--- config.mk ---
export PLATFORM = sky130hd
export DESIGN_NAME = ibex_aes32_iter
export DESIGN_NICKNAME = d
export VERILOG_FILES = /design/src/rtl/ibex_aes32_iter.sv
export SDC_FILE = /design/constraint.sdc
export NUM_CORES = 1
export LEC_CHECK = 0
export ABC_CLOCK_PERIOD_IN_PS = 24500
export CAP_MARGIN = 20
export CORE_AREA = 3 3 277 197
export CTS_CLUSTER_SIZE = 16
export DETAILED_ROUTE_END_ITERATION = 10
export DIE_AREA = 0 0 280 200
export PLACE_DENSITY_LB_ADDON = 0.12
export SKIP_LAST_GASP = 1
export SLEW_MARGIN = 20
export SYNTH_ARGS = -nofsm -noshare
export SYNTH_HDL_FRONTEND = slang
export SYNTH_SLANG_ARGS = --single-unit
--- constraint.sdc ---
create_clock -name clk_i -period 24.5 [get_ports clk_i]
set_input_delay 2.45 -clock clk_i [delete_from_list [all_inputs] [get_ports clk_i]]
set_output_delay 2.45 -clock clk_i [all_outputs]
set_load 0.01 [all_outputs]
--- src/rtl/ibex_aes32_iter.sv ---
// Iterative AES datapath for the Zkne/Zknd aes32* instructions plus a SubWord mode.
// A small FSM time-multiplexes SboxCount shared S-boxes and holds the result until the consumer takes it.
module ibex_aes32_iter #(
   parameter int SboxCount = 1,
   parameter bit OutReg    = 1'b1
) (
   input  logic        clk_i,
   input  logic        rst_i,
   input  logic        start_i,
   input  logic        kill_i,
   input  logic        decrypt_i,
   input  logic        mix_i,
   input  logic        word_i,
   input  logic [1:0]  bs_i,
   input  logic [31:0] rs1_i,
   input  logic [31:0] rs2_i,
   input  logic        ready_i,
   output logic        busy_o,
   output logic        valid_o,
   output logic [31:0] result_o
);

   generate
      if (!(SboxCount == 1 || SboxCount == 2 || SboxCount == 4)) begin : g_bad_sbox_count
         $error("ibex_aes32_iter: SboxCount must be 1, 2 or 4");
      end
   endgenerate

   typedef enum logic [1:0] {IDLE, SUB, DONE} state_e;

   // With four S-boxes the word finishes in one pass, so the wrapped step of 0 is never used.
   localparam logic [1:0] CntStep = 2'(SboxCount % 4);
   localparam logic [1:0] CntLast = 2'(4 - SboxCount);

   function automatic logic [7:0] xtime(input logic [7:0] a);
      return {a[6:0], 1'b0} ^ (a[7] ? 8'h1B : 8'h00);
   endfunction

   function automatic logic [7:0] gf_mul(input logic [7:0] a, input logic [7:0] b);
      logic [7:0] p;
      logic [7:0] x;
      p = 8'h00;
      x = a;
      for (int i = 0; i < 8; i++) begin
         if (b[i]) p = p ^ x;
         x = xtime(x);
      end
      return p;
   endfunction

   // a^254 is the multiplicative inverse in GF(2^8), and maps 0 to 0 as AES requires.
   function automatic logic [7:0] gf_inv(input logic [7:0] a);
      logic [7:0] r;
      logic [7:0] sq;
      r  = 8'h01;
      sq = a;
      for (int i = 1; i < 8; i++) begin
         sq = gf_mul(sq, sq);
         r  = gf_mul(r, sq);
      end
      return r;
   endfunction

   // Forward and inverse S-box share one inverter; only the affine stages differ.
   function automatic logic [7:0] sbox(input logic [7:0] b, input logic inv);
      logic [7:0] x;
      logic [7:0] y;
      x = inv ? ({b[6:0], b[7]} ^ {b[4:0], b[7:5]} ^ {b[1:0], b[7:2]} ^ 8'h05) : b;
      y = gf_inv(x);
      return inv ? y : (y ^ {y[6:0], y[7]} ^ {y[5:0], y[7:6]} ^ {y[4:0], y[7:5]}
                        ^ {y[3:0], y[7:4]} ^ 8'h63);
   endfunction

   state_e      state_q, state_d;
   logic [1:0]  cnt_q;
   logic [31:0] op_a_q, op_b_q, acc_q, res_q;
   logic [1:0]  bs_q;
   logic        mix_q, dec_q, word_q;

   logic [1:0]  lane     [SboxCount];
   logic [7:0]  sbox_in  [SboxCount];
   logic [7:0]  sbox_out [SboxCount];
   logic [31:0] word_sub, t_mix, t_rot, sub_res;
   logic [7:0]  s, s2, s3;
   logic        last_sub;

   assign last_sub = (state_q == SUB) && (!word_q || cnt_q == CntLast);

   // S-box 0 doubles as the byte-mode S-box; word mode walks lanes upward from the counter.
   always_comb begin
      word_sub = acc_q;
      for (int j = 0; j < SboxCount; j++) begin
         lane[j]    = cnt_q + 2'(j);
         sbox_in[j] = op_b_q[8*lane[j] +: 8];
      end
      if (!word_q) sbox_in[0] = op_b_q[8*bs_q +: 8];
      for (int j = 0; j < SboxCount; j++) begin
         sbox_out[j]                = sbox(sbox_in[j], dec_q);
         word_sub[8*lane[j] +: 8]   = sbox_out[j];
      end
   end

   // Byte mode: optional partial (Inv)MixColumn column, then rotate into the selected byte position.
   always_comb begin
      s  = sbox_out[0];
      s2 = xtime(s);
      s3 = s2 ^ s;
      if (!mix_q)     t_mix = {24'h0, s};
      else if (dec_q) t_mix = {gf_mul(s, 8'h0B), gf_mul(s, 8'h0D), gf_mul(s, 8'h09), gf_mul(s, 8'h0E)};
      else            t_mix = {s3, s, s, s2};
      unique case (bs_q)
         2'd0:    t_rot = t_mix;
         2'd1:    t_rot = {t_mix[23:0], t_mix[31:24]};
         2'd2:    t_rot = {t_mix[15:0], t_mix[31:16]};
         default: t_rot = {t_mix[7:0],  t_mix[31:8]};
      endcase
      sub_res = op_a_q ^ (word_q ? word_sub : t_rot);
   end

   // State register.
   always_ff @(posedge clk_i) begin
      if (rst_i) state_q <= IDLE;
      else       state_q <= state_d;
   end

   // Next-state logic; kill overrides everything except reset.
   always_comb begin
      state_d = state_q;
      unique case (state_q)
         IDLE:    if (start_i) state_d = SUB;
         SUB:     if (last_sub) state_d = (!OutReg && ready_i) ? IDLE : DONE;
         DONE:    if (ready_i) state_d = IDLE;
         default: state_d = IDLE;
      endcase
      if (kill_i) state_d = IDLE;
   end

   // Operand capture, lane counter, partial-word accumulator and result register.
   always_ff @(posedge clk_i) begin
      if (rst_i) begin
         cnt_q  <= 2'd0;
         op_a_q <= 32'h0;
         op_b_q <= 32'h0;
         acc_q  <= 32'h0;
         res_q  <= 32'h0;
         bs_q   <= 2'd0;
         mix_q  <= 1'b0;
         dec_q  <= 1'b0;
         word_q <= 1'b0;
      end else begin
         if (state_q == IDLE && start_i && !kill_i) begin
            op_a_q <= rs1_i;
            op_b_q <= rs2_i;
            bs_q   <= bs_i;
            mix_q  <= mix_i;
            dec_q  <= decrypt_i;
            word_q <= word_i;
            cnt_q  <= 2'd0;
            acc_q  <= 32'h0;
         end else if (state_q == SUB && !kill_i) begin
            cnt_q <= cnt_q + CntStep;
            acc_q <= word_sub;
            if (last_sub) res_q <= sub_res;
         end
         if (kill_i) cnt_q <= 2'd0;
      end
   end

   assign busy_o   = (state_q != IDLE);
   assign valid_o  = (state_q == DONE) || (!OutReg && last_sub);
   assign result_o = (!OutReg && state_q == SUB) ? sub_res : res_q;

endmodule

==> results.yml <==
status:
  status: "finished, final reports clean"
grt:
  grt_pass1_vias: 23400
  overflow: 0
  grt_usage_pct: 29.8
  antenna_found_initial: 2
  grt_pass1_wl_um: 135000
  grt_max_degree: 77
critical_path:
  crit_path_max_incr_delay_ns: 0.91
  start_kind: "register"
  slowest_stage: "xnor3_1"
  crit_path_end_kind: "register"
  crit_required_ns: 24.85
  cpMostUsedCell: "xnor3_1"
  worstPathArrival_ns: 22.90
  path_max_fanout: 45
  worstSetupPathType: "reg -> reg"
floorplanning:
  die_area_sq_um: 56000
  fp.dieH_um: 200
  rows: 70
  io-pin-count: 108
  core_sq_um: 52100
  dieWidth_um: 280
  initial_core_util_pct: 50.0
clock_network:
  root_buffer: "clkbuf_16"
  clkSinkCount: 137
  clockBufferDepth: 2
  hold_buffers: 0
  cts-resized-gates: 0
  path_clk_slew_ns: 0.06
  cts_tree: "built"
  clk_latency_ns: 0.43
  cts_made_buffers: 17
  h-tree-depth: 4
  post_cts_buffers: 0
sta:
  final-hold-violation-count: 0
  rsz0062_at_grt: "no"
  clock.fmax_mhz: 44.3
  maxSlewViolCount: 0
  fin_crit_sh_pct: 92.0
  report.final.setup_viol: 0
  skew_ns: 0.00969
  fin_crit_ns: 22.55
  worst_pin_slew_ns: 1.06
  fin_setup_tns_ns: 0
  slew-limit-headroom_pct: 29.4
synthesis:
  synth_area_leaders: "xnor2_1, dfxtp_1, xnor3_1"
  yosysSeqAreaShare_pct: 10.5
  synth-edff-count: 0
  async_reset_ff_share_pct: 0
  synth_top_area_cell: "xnor2_1"
  syn_inst: 3439
  syn-cell-area_sq_um: 26100
  synth_warnings: 0
  ys_ff_latch: 137
  synth_top_area_share_pct: 15.0
  synth.distinct_cells: 122
  synth_area_per_cell_sq_um: 7.58
  synth_flop_cell: "dfxtp_1"
  syn_nets: 3526
cells_and_area:
  antenna_cells: 0
  final_cell_mix: "nor2_1, nand2_1, xnor2_1, a21oi_1, dfxtp_1"
  final_common_cell: "nor2_1"
  fill_cells: 4913
  num-nets-final: 3488
  area_growth_pct: 8.33
  drive_above_1_share_pct: 8.35
routing:
  avgViaCountPerCell: 6.25
  wl_per_cell_um: 20.9
  drc: 0
  antenna_left: 0
  routed_wl_um: 85600
  first_pass_iters: 6
  vias: 25600
  detail_route.iter0.violations: 3220
placement:
  port_buffers: 107
  routabilityCongestion: 0.927
  dp_hpwl_um: 64000
hold_path:
  holdCritPathClass: "reg -> reg"
job:
  maxCapViolations: 0
worst max-delay path: cells and delay by family, from the launching register on:
family	cells	cell delay, ns
xor+xnor	26	11.41
simple gates	11	3.35
compound gates	13	2.95
mux	6	2.51
fa+ha+maj	2	0.95
buf+inv	4	0.90
flops	1	0.34
path summary, 6_finish.rpt:
kind                     start           end  slack (ns)  cells past startpoint
setup / recovery        word_q  result_o[27]        1.95                     62
hold / removal    result_o[25]  result_o[25]        0.46                      2
setup reg to reg        word_q  result_o[27]        1.95                     62
hold reg to reg   result_o[25]  result_o[25]        0.46                      2
routing by layer:
layer	share of wire (%)	track usage, %
met4	0.90	3.94
met2	42	44.0
met1	48	46.8
met3	9.2	3.92
met5	0.033	0
cells by family after synthesis:
logic type                 Yosys count  share of synthesized area (%)
buffers and inverters              308                           4.96
adders and majority gates           14                          0.663
muxes                              145                           6.33
DFF                                137                           10.5
xor gates and xnor gates           761                           35.5
and+or+nand+nor                   1279                           21.9
AOI/OAI and AO/OA                  795                           20.1
registers in the layout, summed over array words and instances, names as in the netlist:
register	count
result_o	32
op_a_q	32
cnt_q	2
bs_q	2
mix_q	1
dec_q	1
word_q	1
state_q	2
acc_q	32
op_b_q	32
cells in the mapped netlist, drive strengths merged, types with 32 or more instances:
master	number
nand3	77
nor3	90
clkbuf	165
xor2	126
xnor3	127
a21oi	279
nor2	460
xnor2	487
buf	76
o22ai	45
a31oi	33
nand2	438
o211ai	32
mux2i	108
inv	63
a211oi	35
o21ai	134
dfxtp	137
layout make-up:
class | count | area [sq um] | share of cell area (%)
clock buffer | 20 | 467 | 1.65
clock inverter | 11 | 120 | 0.426
inverter | 67 | 251 | 0.891
multi-input combinational | 2994 | 22100 | 78.5
sequential | 137 | 2740 | 9.72
tap | 684 | 856 | 3.03
timing repair buffer | 184 | 1640 | 5.83
per-stage QoR:
step                      utilization [%]  cells  hold slack [ns]  area [sq um]  setup slack [ns]
after CTS                            54.1   4096            0.454         28200              2.18
after global placement               53.0   4065            0.442         27600              2.74
after detailed placement             53.0   4065            0.446         27600              2.27
after floorplan                         -   3439            0.436         26100              5.89
after global routing                 54.2   4097            0.471         28200             0.690
final                                54.2   4097            0.455         28200              1.95
Power is not shown: default switching activity piles up to over one toggle a cycle in this logic, so the estimate is an artifact.
